**config.mk**
```make
export PLATFORM = sky130hd
export DESIGN_NAME = alu_seq
export DESIGN_NICKNAME = d
export VERILOG_FILES = /design/src/rtl/alu_seq.sv
export SDC_FILE = /design/constraint.sdc
export NUM_CORES = 1
export LEC_CHECK = 0
export CAP_MARGIN = 20
export CORE_UTILIZATION = 43
export CTS_CLUSTER_DIAMETER = 30
export DETAILED_ROUTE_END_ITERATION = 10
export SETUP_SLACK_MARGIN = 0.02
export SLEW_MARGIN = 20
export SYNTH_ARGS = -nofsm -noshare
export SYNTH_HDL_FRONTEND = slang
export SYNTH_SLANG_ARGS = --single-unit
```
**constraint.sdc**
```tcl
create_clock -name clk -period 3.9 [get_ports clk]
set_clock_uncertainty 0.1 [all_clocks]
set_input_delay 0.78 -clock clk [delete_from_list [all_inputs] [get_ports clk]]
set_output_delay 0.78 -clock clk [all_outputs]
set_load 0.005 [all_outputs]
```
**src/rtl/alu_seq.sv**
```systemverilog
// alu_seq: multi-cycle ALU with valid/ready handshake, registered result and flags.
// Optional iterative multiplier for opcode 7 is built only when ALU_SEQ_MUL_EN is defined;
// otherwise opcode 7 completes in one cycle with out=0, Cout=0, V=1 (illegal op).
module alu_seq #(
  parameter int unsigned WIDTH = 16,
  parameter int unsigned SHW   = $clog2(WIDTH)
) (
  input  logic             clk,
  input  logic             rst,
  input  logic             in_valid,
  output logic             in_ready,
  input  logic [WIDTH-1:0] X,
  input  logic [WIDTH-1:0] Y,
  input  logic             Cin,
  input  logic [2:0]       opcod,
  output logic             out_valid,
  input  logic             out_ready,
  output logic [WIDTH-1:0] out,
  output logic             Cout,
  output logic             lt,
  output logic             eq,
  output logic             gt,
  output logic             V
);

  localparam int unsigned CW = $clog2(WIDTH) + 1;

  localparam logic [2:0] OP_ADD = 3'd0;
  localparam logic [2:0] OP_SUB = 3'd1;
  localparam logic [2:0] OP_AND = 3'd2;
  localparam logic [2:0] OP_OR  = 3'd3;
  localparam logic [2:0] OP_XOR = 3'd4;
  localparam logic [2:0] OP_SHL = 3'd5;
  localparam logic [2:0] OP_SHR = 3'd6;
  localparam logic [2:0] OP_MUL = 3'd7;

  typedef enum logic [1:0] {
    IDLE = 2'd0,
    EXEC = 2'd1,
    DONE = 2'd2
  } state_e;

  state_e           state_q, state_d;
  logic [2:0]       opc_q, opc_d;
  logic [CW-1:0]    cnt_q, cnt_d;
  logic [WIDTH-1:0] sh_q, sh_d;
  logic [2:0]       cmp_q, cmp_d;
  logic [WIDTH-1:0] out_q, out_d;
  logic             cout_q, cout_d;
  logic             v_q, v_d;
  logic [2:0]       flg_q, flg_d;
  logic             ovld_q, ovld_d;
  logic             irdy_q, irdy_d;
`ifdef ALU_SEQ_MUL_EN
  logic [2*WIDTH-1:0] mc_q, mc_d;
  logic [WIDTH-1:0]   mp_q, mp_d;
  logic [2*WIDTH-1:0] acc_q, acc_d;
  logic [2*WIDTH-1:0] acc_nxt;
`endif

  logic [WIDTH:0]   sum_w, dif_w;
  logic [2:0]       cmp_now;
  logic [SHW-1:0]   amt;
  logic             ld;
  logic [WIDTH-1:0] res;
  logic             co, ov;
  logic [2:0]       cmp_sel;
  logic [WIDTH-1:0] sh_nxt;
  logic             sh_bit;

  // Next-state, datapath iteration and result-load selection
  always_comb begin
    state_d = state_q;
    opc_d   = opc_q;
    cnt_d   = cnt_q;
    sh_d    = sh_q;
    cmp_d   = cmp_q;
    out_d   = out_q;
    cout_d  = cout_q;
    v_d     = v_q;
    flg_d   = flg_q;
`ifdef ALU_SEQ_MUL_EN
    mc_d    = mc_q;
    mp_d    = mp_q;
    acc_d   = acc_q;
    acc_nxt = mp_q[0] ? (acc_q + mc_q) : acc_q;
`endif
    ld      = 1'b0;
    res     = '0;
    co      = 1'b0;
    ov      = 1'b0;
    cmp_sel = cmp_q;
    sh_nxt  = '0;
    sh_bit  = 1'b0;

    sum_w   = {1'b0, X} + {1'b0, Y} + {{WIDTH{1'b0}}, Cin};
    dif_w   = {1'b0, X} - {1'b0, Y} - {{WIDTH{1'b0}}, Cin};
    amt     = Y[SHW-1:0];
    cmp_now[2] = $signed(X) < $signed(Y);
    cmp_now[1] = (X == Y);
    cmp_now[0] = !cmp_now[2] && !cmp_now[1];

    unique case (state_q)
      IDLE: begin
        if (in_valid) begin
          opc_d   = opcod;
          cmp_d   = cmp_now;
          cmp_sel = cmp_now;
          unique case (opcod)
            OP_ADD: begin
              ld = 1'b1; res = sum_w[WIDTH-1:0]; co = sum_w[WIDTH];
              ov = (X[WIDTH-1] == Y[WIDTH-1]) && (sum_w[WIDTH-1] != X[WIDTH-1]);
            end
            OP_SUB: begin
              ld = 1'b1; res = dif_w[WIDTH-1:0]; co = dif_w[WIDTH];
              ov = (X[WIDTH-1] != Y[WIDTH-1]) && (dif_w[WIDTH-1] != X[WIDTH-1]);
            end
            OP_AND: begin ld = 1'b1; res = X & Y; end
            OP_OR:  begin ld = 1'b1; res = X | Y; end
            OP_XOR: begin ld = 1'b1; res = X ^ Y; end
            OP_SHL, OP_SHR: begin
              if (amt == '0) begin
                ld = 1'b1; res = X;
              end else begin
                sh_d    = X;
                cnt_d   = CW'(amt);
                state_d = EXEC;
              end
            end
            OP_MUL: begin
`ifdef ALU_SEQ_MUL_EN
              mc_d    = {{WIDTH{1'b0}}, X};
              mp_d    = Y;
              acc_d   = '0;
              cnt_d   = CW'(WIDTH);
              state_d = EXEC;
`else
              ld = 1'b1; ov = 1'b1;
`endif
            end
            default: ;
          endcase
          if (ld) state_d = DONE;
        end
      end
      EXEC: begin
        cnt_d = cnt_q - CW'(1);
`ifdef ALU_SEQ_MUL_EN
        if (opc_q == OP_MUL) begin
          acc_d = acc_nxt;
          mc_d  = mc_q << 1;
          mp_d  = mp_q >> 1;
          if (cnt_q == CW'(1)) begin
            ld = 1'b1; res = acc_nxt[WIDTH-1:0]; co = |acc_nxt[2*WIDTH-1:WIDTH];
          end
        end else
`endif
        begin
          if (opc_q == OP_SHL) begin
            sh_nxt = sh_q << 1; sh_bit = sh_q[WIDTH-1];
          end else begin
            sh_nxt = sh_q >> 1; sh_bit = sh_q[0];
          end
          sh_d = sh_nxt;
          if (cnt_q == CW'(1)) begin
            ld = 1'b1; res = sh_nxt; co = sh_bit;
          end
        end
        if (ld) state_d = DONE;
      end
      DONE: begin
        if (out_ready) state_d = IDLE;
      end
      default: state_d = IDLE;
    endcase

    if (ld) begin
      out_d  = res;
      cout_d = co;
      v_d    = ov;
      flg_d  = cmp_sel;
    end
    irdy_d = (state_d == IDLE);
    ovld_d = (state_d == DONE);
  end

  // State, operand and result registers; reset discards any operation in flight
  always_ff @(posedge clk or posedge rst) begin
    if (rst) begin
      state_q <= IDLE;
      opc_q   <= '0;
      cnt_q   <= '0;
      sh_q    <= '0;
      cmp_q   <= '0;
      out_q   <= '0;
      cout_q  <= 1'b0;
      v_q     <= 1'b0;
      flg_q   <= '0;
      ovld_q  <= 1'b0;
      irdy_q  <= 1'b1;
`ifdef ALU_SEQ_MUL_EN
      mc_q    <= '0;
      mp_q    <= '0;
      acc_q   <= '0;
`endif
    end else begin
      state_q <= state_d;
      opc_q   <= opc_d;
      cnt_q   <= cnt_d;
      sh_q    <= sh_d;
      cmp_q   <= cmp_d;
      out_q   <= out_d;
      cout_q  <= cout_d;
      v_q     <= v_d;
      flg_q   <= flg_d;
      ovld_q  <= ovld_d;
      irdy_q  <= irdy_d;
`ifdef ALU_SEQ_MUL_EN
      mc_q    <= mc_d;
      mp_q    <= mp_d;
      acc_q   <= acc_d;
`endif
    end
  end

  assign in_ready  = irdy_q;
  assign out_valid = ovld_q;
  assign out       = out_q;
  assign Cout      = cout_q;
  assign V         = v_q;
  assign lt        = flg_q[2];
  assign eq        = flg_q[1];
  assign gt        = flg_q[0];

endmodule
```
==> results of run 1 <==
## worst register-to-register path, cell delays in order (launching register included)
cell	delay, ps
sky130_fd_sc_hd__dfrtp_1	400
sky130_fd_sc_hd__inv_1	80
sky130_fd_sc_hd__ha_1	140
sky130_fd_sc_hd__nor4b_1	480
sky130_fd_sc_hd__nand2_1	390
sky130_fd_sc_hd__nand2_1	450
sky130_fd_sc_hd__nand3_1	130
sky130_fd_sc_hd__o31a_1	300
## through the flow
step	instances	hold WS, ps	TNS, ps	setup WS (ps)	total power, mW
3_3_place_gp	1021	346	-809	-237	2.69
2_1_floorplan	735	332	0	428	1.97
3_5_place_dp	1022	359	-1020	-284	2.73
6_report	1030	370	0	188	3.21
5_1_grt	1030	415	0	59.6	3.43
4_1_cts	1030	374	0	23.5	3.20
## sequential cells by signal, indices dropped and copies added, names as in the netlist
register / cells
cnt_q: 5
V: 1
cmp_q: 3
out_valid: 1
opc_q: 3
Cout: 1
flg_q: 3
sh_q: 16
out: 16
state_q: 2
in_ready: 1
## per-layer routing
metal / track usage / share of wire / vias up
li1: - / - / 2856
met1: 0.421 / 0.48 / 2940
met2: 0.461 / 0.45 / 184
met3: 0.0502 / 0.058 / 24
met4: 0.0696 / 0.016 / 0
met5: 0 / 0 / -
## worst max path at each step
stage / cells past startpoint / from / slack (ps) / endpoint
after floorplan: 10 / Y[0] / 430 / out[12]$_DFFE_PP0P_
after global placement: 12 / Y[0] / -240 / out[12]$_DFFE_PP0P_
after detailed placement: 12 / Y[0] / -280 / out[12]$_DFFE_PP0P_
after CTS: 12 / Y[0] / 20 / out[12]$_DFFE_PP0P_
after global routing: 12 / Y[0] / 60 / out[14]$_DFFE_PP0P_
final: 12 / Y[0] / 190 / out[14]$_DFFE_PP0P_
## area by class of cell
type	instances	area (µm²)	share of cell area
Multi-Input combinational cell	576	4130	0.562
Tap cell	176	220	0.0299
Clock inverter	1	8.76	0.00119
Clock buffer	7	143	0.0194
Inverter	68	255	0.0347
Timing Repair Buffer	150	1290	0.176
Sequential cell	52	1300	0.177
## kinds of logic (layout without fill, tap and decap cells)
logic type / after synthesis / after routing / share of synthesized area
fa+ha+maj: 84 / 84 / 0.186
mux: 43 / 43 / 0.0775
compound gates: 211 / 211 / 0.237
simple gates: 215 / 215 / 0.170
buf+inv: 107 / 226 / 0.0715
xor+xnor: 23 / 23 / 0.0346
flops: 52 / 52 / 0.224
## power breakdown
group	switching, mW	internal [mW]
Sequential	0.204	0.794
Clock	0.205	0.258
Combinational	0.900	0.846
## synthesized netlist by cell type, types with 6 or more instances
library cell | number | area (µm²)
sky130_fd_sc_hd__inv_1 | 68 | 255
sky130_fd_sc_hd__a211oi_1 | 14 | 105
sky130_fd_sc_hd__xor2_1 | 11 | 96.3
sky130_fd_sc_hd__nor3_1 | 12 | 60.1
sky130_fd_sc_hd__nor4_1 | 6 | 37.5
sky130_fd_sc_hd__o21ai_0 | 50 | 250
sky130_fd_sc_hd__dfrtp_1 | 51 | 1280
sky130_fd_sc_hd__mux2i_1 | 26 | 260
sky130_fd_sc_hd__clkbuf_1 | 32 | 120
sky130_fd_sc_hd__a21oi_1 | 60 | 300
sky130_fd_sc_hd__nand2_1 | 77 | 289
sky130_fd_sc_hd__mux2_2 | 17 | 191
sky130_fd_sc_hd__o31ai_1 | 7 | 52.6
sky130_fd_sc_hd__ha_1 | 80 | 1000
sky130_fd_sc_hd__o221ai_1 | 8 | 70.1
sky130_fd_sc_hd__a222oi_1 | 6 | 60.1
sky130_fd_sc_hd__nor2_1 | 63 | 236
sky130_fd_sc_hd__xnor2_1 | 12 | 105
sky130_fd_sc_hd__a31oi_1 | 8 | 50.1
sky130_fd_sc_hd__nor2b_1 | 11 | 68.8
sky130_fd_sc_hd__nand3_1 | 14 | 70.1
sky130_fd_sc_hd__a221oi_1 | 8 | 70.1
sky130_fd_sc_hd__o21a_1 | 6 | 45.0
sky130_fd_sc_hd__o211ai_1 | 6 | 45.0
==> metrics.md, run 1 <==
| Metric | Value |
|---|---|
| Run status | finished, final reports clean |
| FFs w/ async S/R, synth | 1.00 |
| Horizontal die dimension | 118 µm |
| Static Leak | around 3.4 nW |
| Vertical die dimension | 118 µm |
| Sort of element at the end of the critical path | flop |
| Effective utilization at floorplan | 0.440 |
| Initial antenna violation count | 0 |
| Placed standard-cell area | 7180 µm² |
| Nets in the synthesized netlist | 859 |
| Final Hold Violating Endpoints | 0 |
| Ys flop type | sky130_fd_sc_hd__dfrtp_1 |
| Wire length of the first global-routing pass | approximately 32000 µm |
| TritonCTS clock tree | built |
| Routed Wire Length | about 20000 µm |
| Number of different library cells in the post-synthesis netlist | 66 |
| Worst-Margin Slew | 853 ps |
| Die area | between 10000 and 15000 µm² |
| Number of DRC markers in iteration 0 | 423 |
| Critical Path Slowest Stage Cell | sky130_fd_sc_hd__clkdlybuf4s50_1 |
| Post-route ant nets | 0 |
| Startpoint Class | primary input |
| Largest driver fanout on the critical path | 4 |
| Net count of the finished layout | 977 |
| Most frequent standard cell in the layout excluding fill and tap cells | sky130_fd_sc_hd__buf_4 |
| Setup repair after global routing missed its margin | no |
| Fill cells | 1327 |
| Power density cells | 436 nW/µm² |
| Critical hold path startpoint | cmp_q[1]$_DFF_PP0_ |
| Gpl congestion | roughly 0.89 |
| Relative slew margins | 0.424 |
| Post-CTS setup repair buffer count | 0 |
| Maximum number of pins on one net before global-route repair | 34 |
| Worst path cell trace | clkdlybuf4s50_1 > buf_4 > fa_1 > inv_1 > fa_1 > nor2b_1 > o31a_1 > o31ai_2 > a211oi_2 > a21oi_1 > mux2_2 > o31a_1 |
| Count of max-cap constraint violations | 0 |
| Vias after detailed routing | 6004 |
| Synthesis warning total | 0 |
| Path depth of the worst reg2reg path | 7 |
| Worst r2r src | cnt_q[1]$_DFFE_PP0P_ |
| Hold Path Class | flop to flop |
| DR WL/cell | ~20 µm |
| Number of instances in the synthesized netlist | approximately 740 |
| Vias/cell | 5.83 |
| Maximum vdd drop | 197 µV |
| Post-Syn Area | 5830 µm² |
| Number of buffers added by the clock tree synthesis step | 5 |
| Final count of pins violating max slew | 0 |
| Final critical-path required period | about 3700 ps |
| Worst Path Required | 3980 ps |
| Peak clock frequency supported by timing | 269 MHz |
| Sequential element share of the synthesized area | 0.224 |
| Crit path buffers/inverters | 3 |
| Number of remaining DRC errors | 0 |
| Number of flip-flops and latches in the synthesized netlist | between 50 and 60 |
| Drt first pass iters | 5 |
| Rows | 42 |
| Hold buffer count at cts | 0 |
| Hold Path Stages | 2 |
| Hold path endpoint | cmp_q[1]$_DFF_PP0_ |
| Clk sink count | 52 |
| Number of antenna repair diodes | 0 |
| Design area | 7360 µm² |
| Tcrit/Tclk final | 0.952 |
| Leftover overflow at the end of global routing | 0 |
| Longest Clk Path Bufs | 2 |
| Arrival time reported for the critical path endpoint | 3800 ps |
| Number of global-route vias before repair | 5794 |
| DP HPWL | 16600 µm |
| Reg-to-reg setup timing slack | 1330 ps |
| Finished Core Util | 0.556 |
| Port Buf Inserts | 62 |
| Clock latency of the later-clocked register in the worst-skew pair | around 300 ps |
| CP top delay family | compound AO/OA/AOI/OAI gates |
| Synthesized area per cell | just under 8 µm² |
| Post-cts gate resize count | 0 |
| Floorplan core area | 13200 µm² |
| Area Overhead vs Synth | 26.3% |
| Worst stage delay on the critical path | 420 ps |
| Count of boundary I/O pins | 63 |
| Final setup violation count | 0 |
| Critical R2R Capture | out[14]$_DFFE_PP0P_ |
| Highest-count cells in the layout ignoring fill and taps | sky130_fd_sc_hd__buf_4, sky130_fd_sc_hd__ha_1, sky130_fd_sc_hd__nand2_1, sky130_fd_sc_hd__inv_1, sky130_fd_sc_hd__nor2_1 |
| CTS H-tree lvls | 2 |
| Clock root buffer | sky130_fd_sc_hd__clkbuf_16 |
| Layout cells sized above 1 | 0.150 |
| Clock-pin slew of the registers on the worst-case setup and hold paths | 70 ps |
| EDFF count, synth | 0 |
| WS Path Type | primary input to flop |
| Overall global routing resource usage | 0.295 |
Power figures use the tool's default switching activity.
==> run 2: changes to the inputs <==
GPL_TIMING_DRIVEN = 0   (was unset)
==> run 2 against run 1 <==
Against the previous run:
- routed wire length is 4.5% lower
- critical path depth is 1 lower
- largest power group unchanged
- maximum frequency is 3.5% lower
- cell area is 4.9% lower
==> metrics.md, run 2 (synthesized netlist as in run 1, its figures left out) <==
| Metric | Value |
|---|---|
| Run status | finished, final reports clean |
| Leftover overflow at the end of global routing | 0 (unchanged) |
| Clock-pin slew of the registers on the worst-case setup and hold paths | 70 ps (about the same) |
| Critical hold path startpoint | cmp_q[1]$_DFF_PP0_ |
| Final setup violation count | 0 (unchanged) |
| Vias/cell | 5.94 (+2.0%) |
| Clock latency of the later-clocked register in the worst-skew pair | 300 ps (about the same) |
| Reg-to-reg setup timing slack | 660 ps (-670 ps) |
| Worst slack, placed | -1160 ps (-873 ps) |
| Highest-count cells in the layout ignoring fill and taps | sky130_fd_sc_hd__nand2_1, sky130_fd_sc_hd__ha_1, sky130_fd_sc_hd__inv_1, sky130_fd_sc_hd__nor2_1, sky130_fd_sc_hd__a21oi_1 |
| Fill cells | 1278 (-3.7%) |
| Setup repair after global routing missed its margin | yes |
| Worst r2r src | state_q[1]$_DFF_PP0_ |
| Longest Clk Path Bufs | 2 (unchanged) |
| Die area | 14000 µm² (unchanged) |
| Hold buffer count at cts | 0 (unchanged) |
| Fin cells | 981 (-4.8%) |
| Number of remaining DRC errors | 0 (unchanged) |
| Crit path buffers/inverters | 3 (unchanged) |
| Vertical die dimension | 118 µm (unchanged) |
| Static Leak | 3.14 nW (-9.0%) |
| Rows | 42 (unchanged) |
| Effective utilization at floorplan | 0.440 (unchanged) |
| Net count of the finished layout | 928 (-5.0%) |
| Worst Path Required | 4010 ps (+30 ps) |
| Power density cells | 454 nW/µm² (+4.1%) |
| Wire length of the first global-routing pass | 30400 µm (-5.4%) |
| Tcrit/Tclk final | 0.987 (+0.0348) |
| Maximum number of pins on one net before global-route repair | 29 (-15%) |
| Drt first pass iters | 5 (unchanged) |
| DP HPWL | 15300 µm (-8.0%) |
| Number of DRC markers in iteration 0 | 763 (+80%) |
| Startpoint Class | primary input |
| Placed insts | 973 (-4.8%) |
| Horizontal die dimension | 118 µm (unchanged) |
| Maximum vdd drop | 189 µV (-4.2%) |
| Area Overhead vs Synth | 20.0% |
| Final Hold Violating Endpoints | 0 (unchanged) |
| Clock root buffer | sky130_fd_sc_hd__clkbuf_16 |
| CP top delay family | compound AO/OA/AOI/OAI gates |
| Peak clock frequency supported by timing | 260 MHz (-3.5%) |
| Routed Wire Length | 19500 µm (-4.5%) |
| Worst setup margin | 52.5 ps (-136 ps) |
| Final count of pins violating max slew | 0 (unchanged) |
| Critical R2R Capture | out[0]$_DFFE_PP0P_ |
| Clk sink count | 52 (unchanged) |
| Placed standard-cell area | 6690 µm² (-6.8%) |
| Port Buf Inserts | 61 (-1.6%) |
| DR WL/cell | 19.8 µm (+0.28%) |
| Gpl congestion | 0.882 (-0.45%) |
| Hold Path Stages | 2 (unchanged) |
| Finished Core Util | 0.528 (-0.0275) |
| Hold Path Class | flop to flop |
| Sort of element at the end of the critical path | flop |
| Worst stage delay on the critical path | 630 ps (+210 ps) |
| Largest driver fanout on the critical path | 10 (+6) |
| Post-route ant nets | 0 (unchanged) |
| Overall global routing resource usage | 0.280 (-0.0151) |
| Floorplan core area | 13200 µm² (unchanged) |
| Hold path endpoint | cmp_q[1]$_DFF_PP0_ |
| Relative slew margins | 0.472 (+0.0475) |
| Count of boundary I/O pins | 63 (unchanged) |
| Initial antenna violation count | 0 (unchanged) |
| CTS H-tree lvls | 2 (unchanged) |
| Design area | 6990 µm² (-4.9%) |
| WS Path Type | primary input to flop |
| Worst hold slack after final layout | 360 ps (-9.55 ps) |
| Number of buffers added by the clock tree synthesis step | 5 (unchanged) |
| Path depth of the worst reg2reg path | 8 (+1) |
| Arrival time reported for the critical path endpoint | 3960 ps (+160 ps) |
| Final critical-path required period | 3850 ps (+136 ps) |
| Number of antenna repair diodes | 0 (unchanged) |
| TritonCTS clock tree | built |
| Vias after detailed routing | 5832 (-2.9%) |
| Layout cells sized above 1 | 0.0770 (-0.0729) |
| Worst path cell trace | clkdlybuf4s50_1 > inv_1 > ha_1 > buf_6 > or4_4 > o221a_4 > or4b_1 > a21oi_1 > a211oi_1 > o311a_1 > o221ai_2 |
| Count of max-cap constraint violations | 0 (unchanged) |
| Number of global-route vias before repair | 5497 (-5.1%) |
| Most frequent standard cell in the layout excluding fill and tap cells | sky130_fd_sc_hd__nand2_1 |
| Worst-Margin Slew | 790 ps (-63.3 ps) |
| Critical Path Slowest Stage Cell | sky130_fd_sc_hd__clkdlybuf4s50_1 |
run 2: cell types whose count changed in the layout (fill, tap and decap cells not counted), sizes merged:
cell / delta
buf: -79
bufinv: +1
dlymetal6s2s: +3
clkbuf: +30
clkdlybuf4s15: +1
dlygate4sd2: +4
clkdlybuf4s50: -9
run 2: how the worst max path moves through the flow:
stage               start                   to  slack (ps)  depth (start not counted)
floorplan            Y[0]  out[12]$_DFFE_PP0P_         430                         10
global placement     Y[0]  out[12]$_DFFE_PP0P_       -1190                         11
detailed placement   Y[0]     Cout$_DFFE_PP0P_       -1160                         11
CTS                  Y[4]  out[13]$_DFFE_PP0P_          30                         11
global route        X[13]        V$_DFFE_PP0P_          10                         12
finish               Y[2]   out[7]$_DFFE_PP0P_          50                         11
run 2: through the flow:
stage | power (mW) | setup TNS (ps)
after global placement | 2.57 | -8590
after detailed placement | 2.62 | -9300
final | 3.17 | 0
after floorplan | 1.97 | 0
after global routing | 3.40 | 0
after CTS | 3.15 | 0
run 2: metal layers:
layer,global-route usage,vias to the layer above,part of all wire
li1,-,2743,-
met1,0.392,2829,0.46
met3,0.0367,17,0.065
met4,0.0649,0,0.013
met2,0.456,243,0.46
met5,0,-,0
run 2: worst reg2reg max path: stages (launching register included):
cell and delay, ps:
sky130_fd_sc_hd__dfrtp_1 430, sky130_fd_sc_hd__nand2b_1 200, sky130_fd_sc_hd__nor2_1 620, sky130_fd_sc_hd__o21ai_0 520, sky130_fd_sc_hd__and2_1 310, sky130_fd_sc_hd__clkbuf_1 230
sky130_fd_sc_hd__buf_1 340, sky130_fd_sc_hd__a32oi_1 250, sky130_fd_sc_hd__o21ai_0 130
run 2: report_power, final:
group          switching (mW)  internal, mW
clock                   0.199         0.302
sequential              0.198         0.794
combinational           0.911         0.770
run 2: repair_timing:
action	CTS	global route
setup endpoints to repair	14	9
pin swaps	2	3
resized for setup	21	14
buffers inserted	1	0
run 2: layout make-up:
cell class                 instances  area (µm²)  share of cell area
sequential                        52        1300               0.186
multi-input combinational        576        4250               0.608
timing repair buffer              63         641              0.0916
clock buffer                       6         129              0.0184
buffer                            38         158              0.0225
clock inverter                     2        35.0             0.00501
inverter                          68         255              0.0365
tap                              176         220              0.0315
